$ cat src/rtl/turbo_uart_pkg.sv
// Shared definitions for the turbo codeword UART transmitter.
package turbo_uart_pkg;

   localparam int unsigned CW_WIDTH    = 24;
   localparam int unsigned FRAME_BYTES = 3;
   localparam int unsigned DATA_BITS   = 8;
   localparam int unsigned BIT_IDX_W   = 3;
   localparam int unsigned BYTE_IDX_W  = 2;

   localparam logic [1:0] ST_IDLE  = 2'd0;
   localparam logic [1:0] ST_START = 2'd1;
   localparam logic [1:0] ST_DATA  = 2'd2;
   localparam logic [1:0] ST_STOP  = 2'd3;

   // Byte 0 is the most significant byte of the codeword.
   function automatic logic [DATA_BITS-1:0] select_byte(
      input logic [CW_WIDTH-1:0]   cw,
      input logic [BYTE_IDX_W-1:0] idx
   );
      logic [DATA_BITS-1:0] b;
      case (idx)
         2'd0:    b = cw[23:16];
         2'd1:    b = cw[15:8];
         default: b = cw[7:0];
      endcase
      return b;
   endfunction

endpackage

$ cat src/rtl/turbo_uart_tx_baud_tick_gen.sv
// Bit-time counter: tick pulses on the last cycle of every bit time.
module baud_tick_gen #(
   parameter int unsigned CLKS_PER_BIT = 868
) (
   input  logic clk,
   input  logic reset,
   input  logic clear,
   output logic tick
);

   localparam int unsigned CNT_W = (CLKS_PER_BIT > 1) ? $clog2(CLKS_PER_BIT) : 1;
   localparam logic [CNT_W-1:0] LAST = CNT_W'(CLKS_PER_BIT - 1);

   logic [CNT_W-1:0] cnt;

   assign tick = !clear && (cnt == LAST);

   // Restarting at every boundary keeps each bit exactly CLKS_PER_BIT long.
   always_ff @(posedge clk or posedge reset) begin
      if (reset) begin
         cnt <= '0;
      end else if (clear || tick) begin
         cnt <= '0;
      end else begin
         cnt <= cnt + CNT_W'(1);
      end
   end

endmodule

$ cat src/rtl/turbo_uart_tx.sv
// Sends one 24-bit turbo codeword as three back-to-back 8N1 UART frames.
module turbo_uart_tx
   import turbo_uart_pkg::*;
#(
   parameter int unsigned CLKS_PER_BIT = 868,
   parameter int unsigned STOP_BITS    = 1
) (
   input  logic                clk,
   input  logic                reset,
   input  logic                cw_valid,
   input  logic [CW_WIDTH-1:0] cw_data,
   output logic                cw_ready,
   output logic                tx,
   output logic                busy,
   output logic                cw_done
);

   localparam logic [BIT_IDX_W-1:0]  LAST_BIT  = BIT_IDX_W'(DATA_BITS - 1);
   localparam logic [BYTE_IDX_W-1:0] LAST_BYTE = BYTE_IDX_W'(FRAME_BYTES - 1);
   localparam logic                  LAST_STOP = 1'(STOP_BITS - 1);

   logic [1:0]            state,    state_d;
   logic [CW_WIDTH-1:0]   shadow,   shadow_d;
   logic [BIT_IDX_W-1:0]  bit_idx,  bit_idx_d;
   logic [BYTE_IDX_W-1:0] byte_idx, byte_idx_d;
   logic                  stop_idx, stop_idx_d;
   logic                  done_d;
   logic                  tx_d;
   logic [DATA_BITS-1:0]  cur_byte;
   logic                  tick;
   logic                  baud_clear;

   // Holding the counter clear while idle also zeroes it on accept.
   assign baud_clear = (state == ST_IDLE);

   baud_tick_gen #(
      .CLKS_PER_BIT(CLKS_PER_BIT)
   ) u_baud (
      .clk  (clk),
      .reset(reset),
      .clear(baud_clear),
      .tick (tick)
   );

   always_ff @(posedge clk or posedge reset) begin
      if (reset) begin
         state <= ST_IDLE;
      end else begin
         state <= state_d;
      end
   end

   always_comb begin
      state_d    = state;
      shadow_d   = shadow;
      bit_idx_d  = bit_idx;
      byte_idx_d = byte_idx;
      stop_idx_d = stop_idx;
      done_d     = 1'b0;
      tx_d       = 1'b1;
      cur_byte   = select_byte(shadow, byte_idx);

      case (state)
         ST_IDLE: begin
            if (cw_valid && cw_ready) begin
               shadow_d   = cw_data;
               bit_idx_d  = '0;
               byte_idx_d = '0;
               stop_idx_d = 1'b0;
               state_d    = ST_START;
            end
         end
         ST_START: begin
            tx_d = 1'b0;
            if (tick) begin
               bit_idx_d = '0;
               state_d   = ST_DATA;
            end
         end
         ST_DATA: begin
            tx_d = cur_byte[bit_idx];
            if (tick) begin
               if (bit_idx == LAST_BIT) begin
                  bit_idx_d  = '0;
                  stop_idx_d = 1'b0;
                  state_d    = ST_STOP;
               end else begin
                  bit_idx_d = bit_idx + BIT_IDX_W'(1);
               end
            end
         end
         default: begin
            if (tick) begin
               if (stop_idx != LAST_STOP) begin
                  stop_idx_d = 1'b1;
               end else if (byte_idx != LAST_BYTE) begin
                  byte_idx_d = byte_idx + BYTE_IDX_W'(1);
                  state_d    = ST_START;
               end else begin
                  done_d  = 1'b1;
                  state_d = ST_IDLE;
               end
            end
         end
      endcase
   end

   // Line level is one cycle behind the FSM so tx comes straight off a flop.
   always_ff @(posedge clk or posedge reset) begin
      if (reset) begin
         shadow   <= '0;
         bit_idx  <= '0;
         byte_idx <= '0;
         stop_idx <= 1'b0;
         tx       <= 1'b1;
         cw_ready <= 1'b1;
         busy     <= 1'b0;
         cw_done  <= 1'b0;
      end else begin
         shadow   <= shadow_d;
         bit_idx  <= bit_idx_d;
         byte_idx <= byte_idx_d;
         stop_idx <= stop_idx_d;
         tx       <= tx_d;
         cw_ready <= (state_d == ST_IDLE);
         busy     <= (state_d != ST_IDLE);
         cw_done  <= done_d;
      end
   end

endmodule

$ cat config.mk
export PLATFORM = sky130hd
export DESIGN_NAME = turbo_uart_tx
export DESIGN_NICKNAME = d
export VERILOG_FILES = /design/src/rtl/turbo_uart_pkg.sv /design/src/rtl/turbo_uart_tx_baud_tick_gen.sv /design/src/rtl/turbo_uart_tx.sv
export SDC_FILE = /design/constraint.sdc
export NUM_CORES = 1
export LEC_CHECK = 0
export CAP_MARGIN = 20
export CORE_MARGIN = 2
export CORE_UTILIZATION = 30
export CTS_BUF_LIST = sky130_fd_sc_hd__clkbuf_4
export CTS_CLUSTER_SIZE = 24
export DETAILED_ROUTE_END_ITERATION = 10
export GPL_TIMING_DRIVEN = 0
export PLACE_DENSITY = 0.56
export RECOVER_POWER = 100
export SLEW_MARGIN = 0
export SYNTH_ARGS = -nofsm -noshare
export SYNTH_HDL_FRONTEND = slang
export SYNTH_SLANG_ARGS = --single-unit
$ cat constraint.sdc
create_clock -name clk -period 2.2 [get_ports clk]
set_input_delay 0.22 -clock clk [delete_from_list [all_inputs] [get_ports clk]]
set_output_delay 0.22 -clock clk [all_outputs]
set_load 0.005 [all_outputs]
* Word-level counts from Yosys, hierarchy flattened
Index checks and enable logic that the tools add are counted.
** Operators by class
- Reductions and logical operators :: 17
- Equal/unequal tests :: 11
- Magnitude comparators :: 1
- $add $sub $neg :: 3
- Bitwise gates (word level) :: 2
- Multiplexer cells :: 33
** Operator list (number)
- 2-to-1 mux 2 bit :: 10
- case mux 8 bit (2 select lines) :: 1
- 2-to-1 mux 3 bit :: 4
- 2-to-1 mux 1 bit :: 11
- adder 10 x 1 -> 10 bit (second input constant) :: 1
- == test 10 bit (second input constant) :: 1
- 2-to-1 mux 10 bit :: 1
- AND reduction 5 bit :: 2
- case mux 3 bit (3 select lines) :: 1
- zero test 2 bit :: 3
- inequality test 2 x 1 -> 1 bit (second input constant) :: 3
- inequality test 2 bit (second input constant) :: 3
- case mux 2 bit (3 select lines) :: 1
- nonzero test 2 bit :: 3
- == test 2 x 1 -> 1 bit (second input constant) :: 2
- less-than comparator 3 x 4 -> 1 bit (second input constant) :: 1
- case mux 2 bit (2 select lines) :: 1
- AND reduction 4 bit :: 1
- adder 3 x 1 -> 3 bit (second input constant) :: 1
- binary-select mux 1 bit (select 3 bit) :: 1
- == test 3 bit (second input constant) :: 1
- case mux 1 bit (3 select lines) :: 1
- nonzero test 3 bit :: 1
- OR reduction 3 bit :: 1
- other kinds (9) :: 11
** Storage, ports and cells
- Output and inout bits :: 4
- Logic and storage cells :: 77
- Flip-flop bits (word level) :: 46
- Input bits :: 27

* Depth between registers and ports, before layout
- Depth after elaboration :: 6
- Mapped depth :: 8
- Depth with buffers taken out :: 7

* Hierarchy
From an unflattened synthesis, not the netlist that was laid out.
** Second synthesis, totals
- Cell total of the unflattened synthesis :: 206
- Area total of the unflattened synthesis :: 2321.0 um^2
** Modules (own cells, without submodules)
- turbo_uart_tx :: times used 1, area each 1762.9 um^2, cells an instance 151
- baud_tick_gen :: times used 1, area each 558.0 um^2, cells an instance 55

* Worst setup path before layout
Ideal clock, no wire load.
- Path type :: reg-to-reg
- Start point :: register state[0]
- End point :: register bit_idx[0]
- Buffers on the path :: 1
- Period minus slack after synthesis :: 2043 ps
- Data arrival time :: 1916 ps
- Library setup time :: 128 ps
- Cell stages (with the launch flop) :: 7
- Setup slack :: 157 ps
- Cell sequence :: dfrtp_1 inv_1 ha_1 clkbuf_1 or4_4 a21oi_4 mux2_1
** On the way
- Cells in the longest elaborated chain, start to end :: 5
- Elaborated cells on any way between the ends :: 11
- Those cells by class :: eq/ne (5); mux (1); reduce/logical (5)
** Ends and longest elaborated chain
- start: declaration :: RTL line turbo_uart_tx.sv:22 : logic [1:0] state, state_d;
- start signal: assignment :: RTL line turbo_uart_tx.sv:49 : state <= state_d;
- zero test 2 bit :: RTL line turbo_uart_tx.sv:34, turbo_uart_tx.sv:63
- zero test 1 bit :: RTL line turbo_uart_tx_baud_tick_gen.sv:16 : assign tick = !clear && (cnt == LAST);
- logical AND 1 bit :: RTL line turbo_uart_tx_baud_tick_gen.sv:16
- inequality test 2 x 1 -> 1 bit (no source line)
- AND reduction 4 bit (no source line)
- end signal: assignment :: RTL line turbo_uart_tx.sv:121 : bit_idx <= bit_idx_d;
- end: declaration :: RTL line turbo_uart_tx.sv:24 : logic [BIT_IDX_W-1:0] bit_idx, bit_idx_d;
Parallel ways exist; a longest one is shown, timed or not.
A chain may end at the register's enable or synchronous reset.

* Final worst setup path
Ends and elaborated chain as after synthesis.

==> flow_metrics.env <==
export IMPL_drt_antenna_violating_nets=0
export IMPL_power_static_leakage_nw=1.25
export IMPL_max_slew_worst_pin_slew_ns=0.856
export IMPL_hold_violations=0
export IMPL_rr_startpoint="state[0]$_DFF_PP0_"
export IMPL_rsz0062_at_grt="no"
export IMPL_timing_critical_path_to_type="register"
export IMPL_buffer_ports_inserted=30
export IMPL_slew_viol_final=0
export IMPL_setup_viol=0
export IMPL_areaGrowthSynthToFinish_pct=24.4
export IMPL_globalRouteTotalUtil_pct=11.3
export IMPL_cts_buffers=5
export IMPL_share_seq_of_total_power_pct=53.9
export IMPL_final_seq_area_um2=1130
export IMPL_worstReg2RegEnd="bit_idx[0]$_DFFE_PP0P_"
export IMPL_dp_hpwl_um=3200
export IMPL_die_area_um2=8200
export IMPL_layout_drive_gt1_share_pct=21.3
export IMPL_ys_seq_elements=45
export IMPL_worstHoldPathType="primary input to asynchronous set/reset pin"
export IMPL_critical_path_peak_fanout=9
export IMPL_number_of_top_level_pins=31
export IMPL_synth_lib_cells_used_distinct=46
export IMPL_power_ir_vdd_worst_uv=258
export IMPL_combined_area_of_the_multi_input_logic_cells_um2=1040
export IMPL_antenna_cells=0
export IMPL_num_vias=1571
export IMPL_power_net_switching_uw=310
export IMPL_grt_pass1_vias=1587
export IMPL_floorplan_die_height_um=90.6
export IMPL_initial_utilization_pct=31.0
export IMPL_placed_area_um2=2690
export IMPL_maxSlewHeadroom_pct=42.9
export IMPL_cts_hold_buffers_added=0
export IMPL_drt_pre_antenna_iters=4
export IMPL_critPathArrivalTime_ns=2.33
export IMPL_core_area_um2=7250
export IMPL_place_gp_congestion=0.751
export IMPL_synth_seq_area_share_pct=50.2
export IMPL_postSynth_asyncResetShare_pct=100
export IMPL_ys_warn_count=0
export IMPL_placement_rows=31
export IMPL_synth_enable_flop_cells=0
export IMPL_pin_count_of_the_biggest_net_entering_global_routing=25
export IMPL_synthTopCellsByArea="dfrtp_1, mux2_2, ha_1"
export IMPL_timing_critical_path_required_ns=2.48
export IMPL_swShare_pct=20.2
export IMPL_drv_cap=0
export IMPL_fmax_mhz=488
export IMPL_clock_sinks=45
export IMPL_die_w_um=90.6
export IMPL_cts_root_buf="clkbuf_4"
export IMPL_clk_insertion_delay_late_ns=0.37
export IMPL_grt_antenna_before_repair=0
export IMPL_clockPowerShare_pct=42.0
export IMPL_period_needed_ns=2.05
export IMPL_detail_route_drc_violations=0
export IMPL_syn_nets=231
export IMPL_routed_via_density=4.70
export IMPL_setup_reg_to_reg_worst_slack_ns=0.15
export IMPL_cts_tree="yes"
export IMPL_fin_crit_sh_pct=93.1
export IMPL_finalNetCount=271
export IMPL_result_of_the_run="finished, final reports clean"
export IMPL_post_synth_inst_count=194
export IMPL_route_detailed_wl_per_inst_um=13.2
export IMPL_synth_top_cell_area_share_pct=47.9
export IMPL_cell_pwr_density_nw_per_um2=549
export IMPL_yosysTopAreaCell="dfrtp_1"
export IMPL_final_area_um2=2800
export IMPL_cts_clk_slew_worst_paths_ns=0.15
export IMPL_synth_top_cells_by_count="dfrtp_1, mux2_2, nor2_1"
export IMPL_fin_worst_skew_ns=0.0275
export IMPL_report_power_total_mw=1.54
export IMPL_synth_most_common_cell="dfrtp_1"
export IMPL_worst_setup_path_startpoint="state[0]$_DFF_PP0_"
export IMPL_synth_cell_area_um2=2250
export IMPL_comb_power_share_pct=4.1
export IMPL_critPathKind="register to register"
export IMPL_grt_remaining_overflow=0
export IMPL_critPathLaunchType="register"
export IMPL_htree_levels=2
export IMPL_routed_wl_um=4400
export IMPL_postSynthAreaPerCell_um2=11.6
export IMPL_power_internal_mw=1.23
export IMPL_num_fill_cells=741
export IMPL_r2r_cells=5
export IMPL_clk_path_buf_depth=2
export IMPL_first_iter_violations=28
export IMPL_dominant_synthesized_flop_cell="dfrtp_1"
export IMPL_grt_first_pass_wirelength_um=7560
registers in the layout, summed over array words and instances (netlist names):
register	flops
tx	1
u_baud.cnt	10
cw_done	1
bit_idx	3
state	2
cw_ready	1
busy	1
byte_idx	2
shadow	24
kinds of logic after synthesis:
logic type	Yosys count	share of synthesized area, %
fa+ha+maj	10	5.56
mux	26	13.0
flops	45	50.2
compound gates	38	13.3
buf+inv	20	3.34
simple gates	48	11.9
xor+xnor	7	2.73
metrics by stage:
| stage | util (%) | cells | hold WS, ns | setup TNS, ns | worst slack, ns |
|---|---|---|---|---|---|
| 4_1_cts | 38.7 | 333 | 0.173 | 0 | 0.0183 |
| 3_3_place_gp | 36.8 | 323 | 0.484 | -6.20 | -0.120 |
| 3_5_place_dp | 37.1 | 324 | 0.484 | -2.10 | -0.111 |
| 6_report | 38.6 | 334 | 0.438 | 0 | 0.151 |
| 5_1_grt | 38.6 | 334 | 0.408 | 0 | 0.0162 |
| 2_1_floorplan | - | 194 | 0.371 | 0 | 0.157 |
routing by layer:
layer  wire (um)  GRT usage, %  share of wire [%]  vias to the layer above
met4          34          4.23               0.77                        0
met5           0             0                  0                        -
met2        1990          17.6                 45                       23
li1            -             -                  -                      779
met3         131          2.67                3.0                        2
met1        2240          15.4                 51                      767
cells in the final DEF (no fill, tap or decap), types with 4 or more instances in the layout:
cell type and instances:
nand2_1 11, mux2_2 24, dlygate4sd3_1 4, nor2_1 12, a21oi_1 7, clkbuf_1 5, xnor2_1 5, dfrtp_1 42
clkdlybuf4s50_1 26, inv_1 12, clkbuf_4 5, ha_1 10, nand3_1 10
area by class of cell:
type / count / area share [%]
multi-input combinational: 129 / 37.0
tap: 99 / 4.43
timing repair buffer: 34 / 11.7
clock inverter: 3 / 2.46
clock buffer: 5 / 1.34
sequential: 45 / 40.4
buffer: 7 / 1.03
inverter: 12 / 1.61
worst max-delay path by stage:
stage	to	slack (ns)
finish	bit_idx[0]$_DFFE_PP0P_	0.15
global route	tx$_DFF_PP1_	0.02
CTS	shadow[20]$_DFFE_PP0P_	0.02
detailed placement	shadow[10]$_DFFE_PP0P_	-0.11
global placement	shadow[8]$_DFFE_PP0P_	-0.12
floorplan	bit_idx[0]$_DFFE_PP0P_	0.16
power by group through the flow:
| stage | Clock, mW | Combinational [mW] | Sequential [mW] |
|---|---|---|---|
| 6_report | 0.645 | 0.0632 | 0.827 |
| 2_1_floorplan | 0 | 0.0126 | 0.843 |
| 4_1_cts | 0.668 | 0.0696 | 0.828 |
| 3_3_place_gp | 0 | 0.0653 | 0.843 |
| 3_5_place_dp | 0 | 0.0696 | 0.843 |
| 5_1_grt | 0.710 | 0.0700 | 0.828 |
timing repair:
item                                    4_1_cts  5_1_grt
setup buffers                                 1        2
resized for setup                             3        2
endpoints found under the setup margin       21       24
hold endpoints to repair                      0        0
critical path: stages, from the launching register on:
cell and delay (ns):
dfrtp_1 0.39, inv_1 0.09, ha_1 0.32, or4_4 0.63, a21oi_4 0.20, mux2_1 0.33
No activity file was read; power rests on OpenSTA's default activity.
